$ cat src/rtl/mvb_fifo_rd_adapter_if.sv
// Handshake bundle between the adapter, the raw FIFO read port and the MVB sink.
// The master modport is the adapter's view; slave is the FIFO/sink environment.
interface mvb_fifo_rd_adapter_if #(
    parameter int REGIONS    = 4,
    parameter int ITEM_WIDTH = 8
);
    logic [REGIONS*ITEM_WIDTH-1:0] fifoDo;
    logic [REGIONS-1:0]            fifoDoVld;
    logic                          fifoEmpty;
    logic                          fifoRd;
    logic [REGIONS*ITEM_WIDTH-1:0] txData;
    logic [REGIONS-1:0]            txVld;
    logic                          txSrcRdy;
    logic                          txDstRdy;

    modport master (
        input  fifoDo, fifoDoVld, fifoEmpty, txDstRdy,
        output fifoRd, txData, txVld, txSrcRdy
    );

    modport slave (
        output fifoDo, fifoDoVld, fifoEmpty, txDstRdy,
        input  fifoRd, txData, txVld, txSrcRdy
    );
endinterface

$ cat src/rtl/mvb_fifo_rd_adapter.sv
// Turns a fixed-latency, non-FWFT FIFO read port into an MVB source with SRC/DST_RDY,
// using a credit-limited circular buffer that hides the read latency and drops empty words.
module mvb_fifo_rd_adapter #(
    parameter int REGIONS      = 4,
    parameter int ITEM_WIDTH   = 8,
    parameter int READ_LATENCY = 1,
    parameter int CNT_WIDTH    = 32
) (
    input  logic                   clk_i,
    input  logic                   rst_ni,
    mvb_fifo_rd_adapter_if.master  bus,
    output logic [CNT_WIDTH-1:0]   txWords_o
);

    localparam int DW    = REGIONS * ITEM_WIDTH;
    localparam int D     = READ_LATENCY + 1;
    localparam int PTR_W = $clog2(D);
    localparam int OCC_W = $clog2(D + 1);
    localparam int SUM_W = OCC_W + 1;
    localparam logic [PTR_W-1:0] LAST_PTR = PTR_W'(D - 1);

    logic [DW-1:0]           bufData_q [D];
    logic [REGIONS-1:0]      bufVld_q  [D];
    logic [PTR_W-1:0]        headPtr_q, headPtr_d;
    logic [PTR_W-1:0]        tailPtr_q, tailPtr_d;
    logic [OCC_W-1:0]        occ_q, occ_d;
    logic [READ_LATENCY-1:0] inFlight_q, inFlight_d;
    logic [CNT_WIDTH-1:0]    txWords_q, txWords_d;

    logic [SUM_W-1:0] inFlightCnt;
    logic [SUM_W-1:0] committed;
    logic             rdReq;
    logic             retValid;
    logic             wrEn;
    logic             popEn;

    always_comb begin
        inFlightCnt = '0;
        for (int i = 0; i < READ_LATENCY; i++) begin
            inFlightCnt = inFlightCnt + SUM_W'(inFlight_q[i]);
        end
    end

    // A read is only issued when the word it returns is guaranteed a free slot,
    // counting the slot freed by a pop in this same cycle.
    assign popEn     = bus.txSrcRdy && bus.txDstRdy;
    assign committed = SUM_W'(occ_q) + inFlightCnt - SUM_W'(popEn);
    assign rdReq     = rst_ni && !bus.fifoEmpty && (committed < SUM_W'(D));
    assign bus.fifoRd = rdReq;

    assign retValid = inFlight_q[READ_LATENCY-1];
    assign wrEn     = retValid && (bus.fifoDoVld != '0);

    assign bus.txSrcRdy = (occ_q != '0);
    assign bus.txData   = bufData_q[headPtr_q];
    assign bus.txVld    = bufVld_q[headPtr_q];
    assign txWords_o    = txWords_q;

    always_comb begin
        headPtr_d  = headPtr_q;
        tailPtr_d  = tailPtr_q;
        occ_d      = occ_q;
        txWords_d  = txWords_q;
        inFlight_d = READ_LATENCY'({inFlight_q, rdReq});

        if (wrEn) begin
            tailPtr_d = (tailPtr_q == LAST_PTR) ? '0 : tailPtr_q + 1'b1;
        end
        if (popEn) begin
            headPtr_d = (headPtr_q == LAST_PTR) ? '0 : headPtr_q + 1'b1;
            txWords_d = txWords_q + 1'b1;
        end
        if (wrEn && !popEn) begin
            occ_d = occ_q + 1'b1;
        end else if (!wrEn && popEn) begin
            occ_d = occ_q - 1'b1;
        end
    end

    always_ff @(posedge clk_i or negedge rst_ni) begin
        if (!rst_ni) begin
            headPtr_q  <= '0;
            tailPtr_q  <= '0;
            occ_q      <= '0;
            inFlight_q <= '0;
            txWords_q  <= '0;
        end else begin
            headPtr_q  <= headPtr_d;
            tailPtr_q  <= tailPtr_d;
            occ_q      <= occ_d;
            inFlight_q <= inFlight_d;
            txWords_q  <= txWords_d;
        end
    end

    // Payload storage is deliberately left unreset; occupancy alone qualifies it.
    always_ff @(posedge clk_i) begin
        if (wrEn) begin
            bufData_q[tailPtr_q] <= bus.fifoDo;
            bufVld_q[tailPtr_q]  <= bus.fifoDoVld;
        end
    end

    overflowCheck: assert property (@(posedge clk_i) disable iff (!rst_ni)
        !(wrEn && !popEn && (occ_q == OCC_W'(D))));

endmodule
$ cat src/flat_wrapper.sv
// flat-port wrapper written by rule: the top's interface ports become plain ports
module mvb_fifo_rd_adapter_flat 
#(
    parameter int REGIONS      = 4,
    parameter int ITEM_WIDTH   = 8,
    parameter int READ_LATENCY = 1,
    parameter int CNT_WIDTH    = 32
)
  (clk_i, rst_ni, txWords_o, bus_fifoDo, bus_fifoDoVld, bus_fifoEmpty, bus_txDstRdy, bus_fifoRd, bus_txData, bus_txVld, bus_txSrcRdy);
  mvb_fifo_rd_adapter_if #(.REGIONS(REGIONS), .ITEM_WIDTH(ITEM_WIDTH)) bus_i ();
  input  logic clk_i;
  input  logic rst_ni;
  output logic [CNT_WIDTH-1:0] txWords_o;
  input wire logic [$bits(bus_i.fifoDo)-1:0] bus_fifoDo;
  input wire logic [$bits(bus_i.fifoDoVld)-1:0] bus_fifoDoVld;
  input wire logic [$bits(bus_i.fifoEmpty)-1:0] bus_fifoEmpty;
  input wire logic [$bits(bus_i.txDstRdy)-1:0] bus_txDstRdy;
  output wire logic [$bits(bus_i.fifoRd)-1:0] bus_fifoRd;
  output wire logic [$bits(bus_i.txData)-1:0] bus_txData;
  output wire logic [$bits(bus_i.txVld)-1:0] bus_txVld;
  output wire logic [$bits(bus_i.txSrcRdy)-1:0] bus_txSrcRdy;
  assign bus_i.fifoDo = bus_fifoDo;
  assign bus_i.fifoDoVld = bus_fifoDoVld;
  assign bus_i.fifoEmpty = bus_fifoEmpty;
  assign bus_i.txDstRdy = bus_txDstRdy;
  assign bus_fifoRd = bus_i.fifoRd;
  assign bus_txData = bus_i.txData;
  assign bus_txVld = bus_i.txVld;
  assign bus_txSrcRdy = bus_i.txSrcRdy;
  mvb_fifo_rd_adapter #(.REGIONS(REGIONS), .ITEM_WIDTH(ITEM_WIDTH), .READ_LATENCY(READ_LATENCY), .CNT_WIDTH(CNT_WIDTH)) u_core (.clk_i(clk_i), .rst_ni(rst_ni), .bus(bus_i), .txWords_o(txWords_o));
endmodule
$ cat config.mk
export PLATFORM = sky130hd
export DESIGN_NAME = mvb_fifo_rd_adapter_flat
export DESIGN_NICKNAME = d
export VERILOG_FILES = /design/src/rtl/mvb_fifo_rd_adapter_if.sv /design/src/rtl/mvb_fifo_rd_adapter.sv /design/src/flat_wrapper.sv
export SDC_FILE = /design/constraint.sdc
export NUM_CORES = 1
export LEC_CHECK = 0
export ABC_AREA = 1
export BUFFER_PORTS_ARGS = -buffer_cell sky130_fd_sc_hd__clkbuf_2
export CAP_MARGIN = 25
export CORE_ASPECT_RATIO = 1.75
export CORE_UTILIZATION = 54
export CTS_BUF_LIST = sky130_fd_sc_hd__clkbuf_16
export DETAILED_ROUTE_END_ITERATION = 8
export PLACE_DENSITY = 0.79
export SLEW_MARGIN = 10
export SYNTH_ARGS = -nofsm -noshare
export SYNTH_HDL_FRONTEND = slang
export SYNTH_SLANG_ARGS = --single-unit
export TNS_END_PERCENT = 20
$ cat constraint.sdc
create_clock -name clk_i -period 4.45 [get_ports clk_i]
set_clock_uncertainty 0.2 [all_clocks]
set_input_delay 1.335 -clock clk_i [delete_from_list [all_inputs] [get_ports clk_i]]
set_output_delay 1.335 -clock clk_i [all_outputs]
set_load 0.02 [all_outputs]
==> impl_metrics.yaml, run 1 <==
synth:
  ys_warn_count: 0
  ys_seq_elements: 109
  yosysSeqAreaShare_pct: 65.1
  netlist_top_cells_area: "edfxtp_1 46%, dfrtp_1 20%, nand2_1 14%, nor2_1 2.8%, inv_1 2.7%"
  synth_top_area_share_pct: 45.6
  syn_area_um2: 4740
  syn_area_per_cell_um2: 10.4
  synthCells: 458
  yosysTopAreaCell: "edfxtp_1"
  syn_nets: 502
  synth_cell_type_count: 28
placed_design:
  io_buffers: 109
  gp_congestion: 0.924
  dpl.hpwl_um: 7000
  dp_cells: 679
routing:
  wirelength_um: 9690
  first_pass_iters: 5
  vias_per_cell: 5.10
  num_vias: 3557
  drc: 0
  ant_nets: 0
  avgRoutedWirePerCell_um: 13.9
  drt-initial-drc-count: 163
sta:
  fin_crit_sh_pct: 98.3
  setup_tns_ns: 0
  rsz0062_at_grt: "false"
  slew_headroom_pct: 52.7
  finalHoldViolations: 0
  period_minus_slack_ns: 4.38
  max_freq_mhz: 228
  drv_slew: 0
  worst_pin_slew_ns: 0.703
  final-setup-viol-count: 0
layout:
  layout_common_cells: "181 x nand2_1, 108 x clkbuf_2, 72 x edfxtp_1"
  drive_gt1_share_pct: 26.8
  nFillCells: 651
  seqCellArea_um2: 3090
  final_common_cell: "nand2_1"
  final_net_count: 621
  syn_to_final_growth_pct: 21.7
  finalNonFillerCells: 697
  diodes: 0
  multiInputGateArea_um2: 1510
power:
  clockPowerShare_pct: 24.3
  switching_share_pct: 36.7
  vdd_ir_drop_max_mv: 0.240
  power_density_nw_per_um2: 521
  p_leak_nw: 2.66
  power_frac_seq_pct: 43.0
  p_int_mw: 1.90
  power.switching_mw: 1.10
  power_frac_comb_pct: 32.7
critical_path:
  cp-start-kind: "input port"
  endpoint_kind: "output pin"
  path_class: "in2out"
  required_ns: 2.91
  critPathMaxFanout: 2
  arrival_ns: 2.84
cts:
  cts.sinks: 109
  cts_tree: "built"
  clock_latency_ns: 0.33
  cts.path.max_buffers: 2
  clk_pin_slew_ns: 0.07
  htree_levels: 3
  clockRootBuffer: "clkbuf_16"
  cts_made_buffers: 9
flow_run:
  maxCapViolations: 0
die:
  io-pin-count: 110
  core_area_um2: 8420
  dieArea_um2: 9170
  die_w_um: 72.8
  dieHeight_um: 126
  rows: 44
  floorplan.initialDensity_pct: 56.3
outcome:
  outcome: "finished, final reports clean"
global_routing:
  antenna_found_initial: 0
  grt_pass1_vias: 3415
  grt_overflow: 0
  grt.total_usage_pct: 21.8
  grt_max_degree: 38
  grt_pass1_wl_um: 15200
hold_path:
  min_path_type: "reg2reg"
[cells by family after synthesis]
logic type,synth area share [%]
AOI/OAI and AO/OA,0.475
xor gates and xnor gates,4.06
adders and majority gates,1.21
buffers and inverters,3.80
DFF,65.1
and+or+nand+nor,25.3
[metrics by stage]
step	area (µm²)	worst slack, ns	total power, mW	hold WS (ns)	util, %
floorplan	4750	0.126	1.95	0.266	-
global placement	5450	0.0746	2.25	0.280	64.7
detailed placement	5450	0.0137	2.29	0.290	64.7
CTS	5730	0.00994	3.02	0.304	68.0
global route	5770	0.00372	3.17	0.349	68.5
finish	5770	0.0736	3.01	0.304	68.5
[Yosys cell counts, drive strengths merged]
cell	n
dfrtp	37
nand2	188
clkbuf	4
nand3b	1
nand3	19
nor3	8
a21oi	1
fa	1
xnor2	9
nand4	11
xor2	13
o21bai	1
ha	3
inv	38
nor3b	1
edfxtp	72
nor2	44
and2	1
buf	4
o21ai	2
[layout make-up]
class,instances,share of cell area [%]
Sequential cell,109,53.5
Multi-Input combinational cell,303,26.1
Timing Repair Buffer,116,10.6
Clock buffer,9,3.90
Tap cell,115,2.49
Inverter,38,2.47
Clock inverter,7,0.932
[state kept, by name (all words and copies together), names as in the netlist]
name	cells
u_core.inFlight_q	1
u_core.bufVld_q	8
u_core.bufData_q	64
u_core.txWords_o	32
u_core.tailPtr_q	1
u_core.headPtr_q	1
u_core.occ_q	2
[power groups by stage]
stage | clock network, mW | registers [mW] | logic [mW]
floorplan | 0 | 1.33 | 0.626
global placement | 0 | 1.31 | 0.942
detailed placement | 0 | 1.32 | 0.969
CTS | 0.752 | 1.29 | 0.976
global route | 0.779 | 1.31 | 1.09
finish | 0.731 | 1.29 | 0.984
[worst max-delay path: stages]
cell and delay, ns:
clkbuf_2 0.12, nand2_4 0.08, inv_2 0.05, ha_4 0.23, inv_1 0.05, nand2_1 0.06, fa_1 0.47, nand2_1 0.06
nor3_2 0.21, buf_4 0.18
[worst paths after layout]
kind / startpoint / end / cells after the start / slack, ns
min: u_core.occ_q[0] / u_core.occ_q[0] / 1 / 0.30
max: bus_txDstRdy / bus_fifoRd / 10 / 0.07
min in group asynchronous: rst_ni / u_core.txWords_o[22] / 2 / 0.87
max reg2reg: u_core.occ_q[1] / u_core.inFlight_q / 11 / 2.23
max in group asynchronous: rst_ni / u_core.txWords_o[16] / 2 / 2.82
min reg2reg: u_core.occ_q[0] / u_core.occ_q[0] / 1 / 0.30
[metal layers]
| metal | wire length (µm) | track usage [%] |
|---|---|---|
| met1 | 3470 | 22.5 |
| met2 | 5400 | 40.7 |
| met3 | 478 | 3.60 |
| met4 | 341 | 11.4 |
| met5 | 0 | 0 |
[timing repair]
action                                  in CTS  in global routing
endpoints found under the setup margin       0                  1
hold buffers                                 0                  0
setup buffers                                0                  1
resized for setup                            0                  3
No activity file was read; power rests on OpenSTA's default activity.
==> run 2: changes to the inputs <==
- CORE_UTILIZATION: 54 -> 48
- PLACE_DENSITY: 0.79 -> 0.74
- clock period: 4.45 -> 3.7 ns (I/O delays scaled with it)
==> impl_metrics.yaml, run 2 (synthesized netlist as in run 1, its figures left out) <==
global_routing:
  grt_pass1_wl_um: 16300
  grt_overflow: 0
  grt_max_degree: 38
  grt_pass1_vias: 3451
  antenna_found_initial: 0
  grt.total_usage_pct: 20.5
cts:
  htree_levels: 3
  cts_tree: "built"
  clock_latency_ns: 0.34
  clk_pin_slew_ns: 0.07
  cts.path.max_buffers: 2
  cts.sinks: 109
  cts_made_buffers: 9
  clockRootBuffer: "clkbuf_16"
  postCtsHoldBufs: 0
outcome:
  outcome: "finished with violations"
  failed_checks: "setup timing"
sta:
  final-setup-viol-count: 1
  rsz0062_at_grt: "true"
  drv_slew: 0
  max_freq_mhz: 258
  slew_headroom_pct: 53.4
  setup_ws_ns: -0.179
  period_minus_slack_ns: 3.88
  worst_pin_slew_ns: 0.691
  fin_crit_sh_pct: 105
  finalHoldViolations: 0
  hold_ws_ns: 0.325
routing:
  wirelength_um: 9850
  first_pass_iters: 4
  num_vias: 3451
  drc: 0
  vias_per_cell: 4.90
  ant_nets: 0
  drt-initial-drc-count: 162
  avgRoutedWirePerCell_um: 14.0
die:
  rows: 47
  io-pin-count: 110
  dieArea_um2: 10300
  floorplan.initialDensity_pct: 49.8
  core_area_um2: 9530
  die_w_um: 77.1
  dieHeight_um: 133
placed_design:
  pre_cts_ws_ns: -0.265
  placed_area_um2: 5510
  dpl.hpwl_um: 7000
  gp_congestion: 0.920
  dp_cells: 686
  io_buffers: 109
layout:
  largest-register: "u_core.bufData_q"
  final_common_cell: "nand2_1"
  largest_reg_flops: 64
  drive_gt1_share_pct: 27.5
  fin_area_um2: 5920
  nFillCells: 800
  syn_to_final_growth_pct: 24.9
  final_net_count: 621
  layout_common_cells: "179 x nand2_1, 107 x clkbuf_2, 72 x edfxtp_1"
  finalNonFillerCells: 704
  diodes: 0
critical_path:
  required_ns: 2.39
  endpoint_kind: "output pin"
  path_class: "in2out"
  arrival_ns: 2.57
  cp-start-kind: "input port"
  critPathMaxFanout: 2
power:
  switching_share_pct: 35.4
  power_frac_seq_pct: 39.9
  vdd_ir_drop_max_mv: 0.351
  clockPowerShare_pct: 28.7
  p_leak_nw: 2.71
  p_int_mw: 2.52
  power_density_nw_per_um2: 658
  power_frac_comb_pct: 31.4
  power.switching_mw: 1.38
flow_run:
  maxCapViolations: 0
hold_path:
  min_path_type: "reg2reg"
[run 2: worst paths after layout]
| kind | startpoint | end | slack, ns | depth (start not counted) |
|---|---|---|---|---|
| worst max-delay path | bus_txDstRdy | bus_fifoRd | -0.18 | 10 |
| worst min-delay path | u_core.occ_q[0] | u_core.occ_q[0] | 0.32 | 1 |
| worst max register to register | u_core.occ_q[1] | u_core.inFlight_q | 1.47 | 11 |
| worst min register to register | u_core.occ_q[0] | u_core.occ_q[0] | 0.32 | 1 |
| max in group asynchronous | rst_ni | u_core.txWords_o[2] | 2.30 | 2 |
| min in group asynchronous | rst_ni | u_core.txWords_o[29] | 0.66 | 2 |
[run 2: critical path, cell delays in order]
cell and delay (ns):
clkbuf_16 0.13, nand2_8 0.07, inv_8 0.03, ha_4 0.20
inv_2 0.05, nand2_2 0.04, fa_1 0.50, nand2_2 0.08
nor3_4 0.19, clkbuf_8 0.18
[run 2: layer usage]
metal / vias up / routed length (µm) / global-route usage, %
li1: 1716 / - / -
met1: 1609 / 3800 / 23.0
met2: 107 / 5320 / 36.5
met3: 19 / 398 / 3.63
met4: 0 / 318 / 10.9
met5: - / 0 / 0
[run 2: power groups by stage]
stage | logic [mW] | clock network, mW | registers, mW
after floorplan | 0.791 | 0 | 1.60
after global placement | 1.19 | 0 | 1.58
after detailed placement | 1.22 | 0 | 1.58
after CTS | 1.24 | 1.14 | 1.56
after global routing | 1.35 | 1.18 | 1.57
final | 1.22 | 1.12 | 1.56
[run 2: per-stage QoR]
step	TNS (ns)	power, mW	util [%]
2_1_floorplan	-0.0103	2.39	-
3_3_place_gp	-0.222	2.77	57.9
3_5_place_dp	-0.265	2.80	57.9
4_1_cts	-0.198	3.93	62.0
5_1_grt	-0.260	4.11	62.2
6_report	-0.179	3.90	62.2
[run 2: timing repair]
action / in CTS / in global routing
endpoints found under the hold margin: 0 / 0
buffers inserted: 1 / 0
gates resized for setup: 5 / 0
setup endpoints to repair: 1 / 1
pin swaps: 4 / 0
[run 2: layout make-up]
| cell class | instances | area [µm²] | area share (%) |
|---|---|---|---|
| inverter | 38 | 150 | 2.53 |
| clock buffer | 9 | 225 | 3.80 |
| multi-input combinational | 303 | 1530 | 25.7 |
| clock inverter | 7 | 130 | 2.20 |
| tap | 122 | 153 | 2.58 |
| timing repair buffer | 116 | 652 | 11.0 |
| sequential | 109 | 3090 | 52.1 |
==> run 3: changes to the inputs <==
- GPL_TIMING_DRIVEN: default -> 0
==> impl_metrics.yaml, run 3 (synthesized netlist as in run 1, its figures left out) <==
layout:
  layout_common_cells: "179 x nand2_1, 107 x clkbuf_2, 72 x edfxtp_1"
  nFillCells: 816
  fin_util_pct: 61.9
  final_net_count: 627
  final_common_cell: "nand2_1"
  syn_to_final_growth_pct: 24.5
  diodes: 0
  largest_reg_flops: 64
  seqCellArea_um2: 3090
  largest-register: "u_core.bufData_q"
  multiInputGateArea_um2: 1530
  drive_gt1_share_pct: 27.0
flow_run:
  maxCapViolations: 0
critical_path:
  cp-start-kind: "input port"
  path_class: "in2out"
  required_ns: 2.39
  endpoint_kind: "output pin"
  arrival_ns: 2.53
  critPathMaxFanout: 2
power:
  power_frac_comb_pct: 33.6
  power.switching_mw: 1.38
  vdd_ir_drop_max_mv: 0.335
  power_density_nw_per_um2: 627
  power_frac_seq_pct: 41.8
  p_leak_nw: 2.68
  clockPowerShare_pct: 24.6
  switching_share_pct: 37.2
  p_int_mw: 2.33
routing:
  vias_per_cell: 4.89
  avgRoutedWirePerCell_um: 14.1
  num_vias: 3471
  wirelength_um: 9990
  ant_nets: 0
  drt-initial-drc-count: 186
  first_pass_iters: 4
  drc: 0
cts:
  cts_made_buffers: 9
  cts.sinks: 109
  clock_latency_ns: 0.34
  cts.path.max_buffers: 2
  postCtsHoldBufs: 0
  clk_pin_slew_ns: 0.08
  htree_levels: 3
  clockRootBuffer: "clkbuf_16"
  cts_tree: "built"
sta:
  drv_slew: 0
  max_freq_mhz: 261
  rsz0062_at_grt: "true"
  slew_headroom_pct: 51.4
  worst_pin_slew_ns: 0.721
  finalHoldViolations: 0
  final-setup-viol-count: 1
  period_minus_slack_ns: 3.84
  setup_ws_ns: -0.136
  fin_crit_sh_pct: 104
die:
  io-pin-count: 110
  core_area_um2: 9530
  rows: 47
  dieArea_um2: 10300
  die_w_um: 77.1
  floorplan.initialDensity_pct: 49.8
  dieHeight_um: 133
hold_path:
  min_path_type: "reg2reg"
global_routing:
  grt_max_degree: 39
  grt.total_usage_pct: 20.8
  grt_overflow: 0
  grt_pass1_vias: 3597
  antenna_found_initial: 0
  grt_pass1_wl_um: 16500
outcome:
  failed_checks: "setup timing"
  outcome: "finished with violations"
placed_design:
  pre_cts_ws_ns: -0.380
  dpl.hpwl_um: 7510
  gp_congestion: 0.861
  io_buffers: 109
-- run 3: cell types whose count changed in the layout (fill, tap and decap cells not counted), sizes merged --
cell | before | now
buf | 7 | 9
clkbuf | 118 | 122
inv | 40 | 41
bufinv | 3 | 0
clkinvlp | 0 | 2
-- run 3: power by group through the flow --
stage               Sequential, mW  Clock, mW  Combinational [mW]
global placement              1.58          0                1.19
finish                        1.55      0.909                1.24
global route                  1.57      0.980                1.37
floorplan                     1.60          0               0.791
CTS                           1.55      0.925                1.27
detailed placement            1.58          0                1.24
-- run 3: layout make-up --
cell class                      instances  share of cell area [%]
Buffer                                  8                   0.636
Inverter                               38                    2.54
Sequential cell                       109                    52.3
Multi-Input combinational cell        303                    25.8
Timing Repair Buffer                  114                    11.3
Clock inverter                          7                   0.975
Tap cell                              122                    2.59
Clock buffer                            9                    3.82
-- run 3: worst paths after layout --
kind / end / cells after the start / startpoint / slack (ns)
min: u_core.occ_q[0] / 1 / u_core.occ_q[0] / 0.30
min reg2reg: u_core.occ_q[0] / 1 / u_core.occ_q[0] / 0.30
max: bus_fifoRd / 10 / bus_txDstRdy / -0.14
max in group asynchronous: u_core.txWords_o[5] / 2 / rst_ni / 2.45
max reg2reg: u_core.inFlight_q / 10 / u_core.occ_q[1] / 1.63
min in group asynchronous: u_core.txWords_o[31] / 1 / rst_ni / 0.42
-- run 3: timing repair --
action | in CTS | in global routing
setup endpoints to repair | 1 | 1
setup buffers | 2 | 0
hold endpoints to repair | 0 | 0
pin swaps | 3 | 0
gates resized for setup | 5 | 0
gates cloned | 0 | 0
-- run 3: per-stage QoR --
| stage | cells | hold slack (ns) | TNS, ns | cell area [µm²] | power [mW] |
|---|---|---|---|---|---|
| global placement | 689 | 0.281 | -49.33 | 5480 | 2.76 |
| floorplan | 458 | 0.266 | -0.0103 | 4790 | 2.39 |
| detailed placement | 691 | 0.285 | -0.380 | 5550 | 2.82 |
| finish | 710 | 0.297 | -0.136 | 5900 | 3.70 |
| CTS | 709 | 0.299 | -0.190 | 5880 | 3.74 |
| global route | 710 | 0.318 | -0.226 | 5900 | 3.92 |
-- run 3: metal layers --
layer  track usage (%)  wire [µm]  vias to the layer above
li1                  -          -                     1732
met2              40.3       5680                       97
met5                 0          0                        -
met4              8.70        282                        0
met1              21.5       3610                     1626
met3              3.56        409                       16
-- run 3: worst max-delay path, cell delays in order --
cell and delay, ns:
clkbuf_16 0.13, nand2_8 0.07, inv_8 0.03, ha_4 0.20, inv_2 0.05, nand2_2 0.04, fa_1 0.49, nand2_2 0.06
nor3_4 0.17, clkbuf_8 0.17
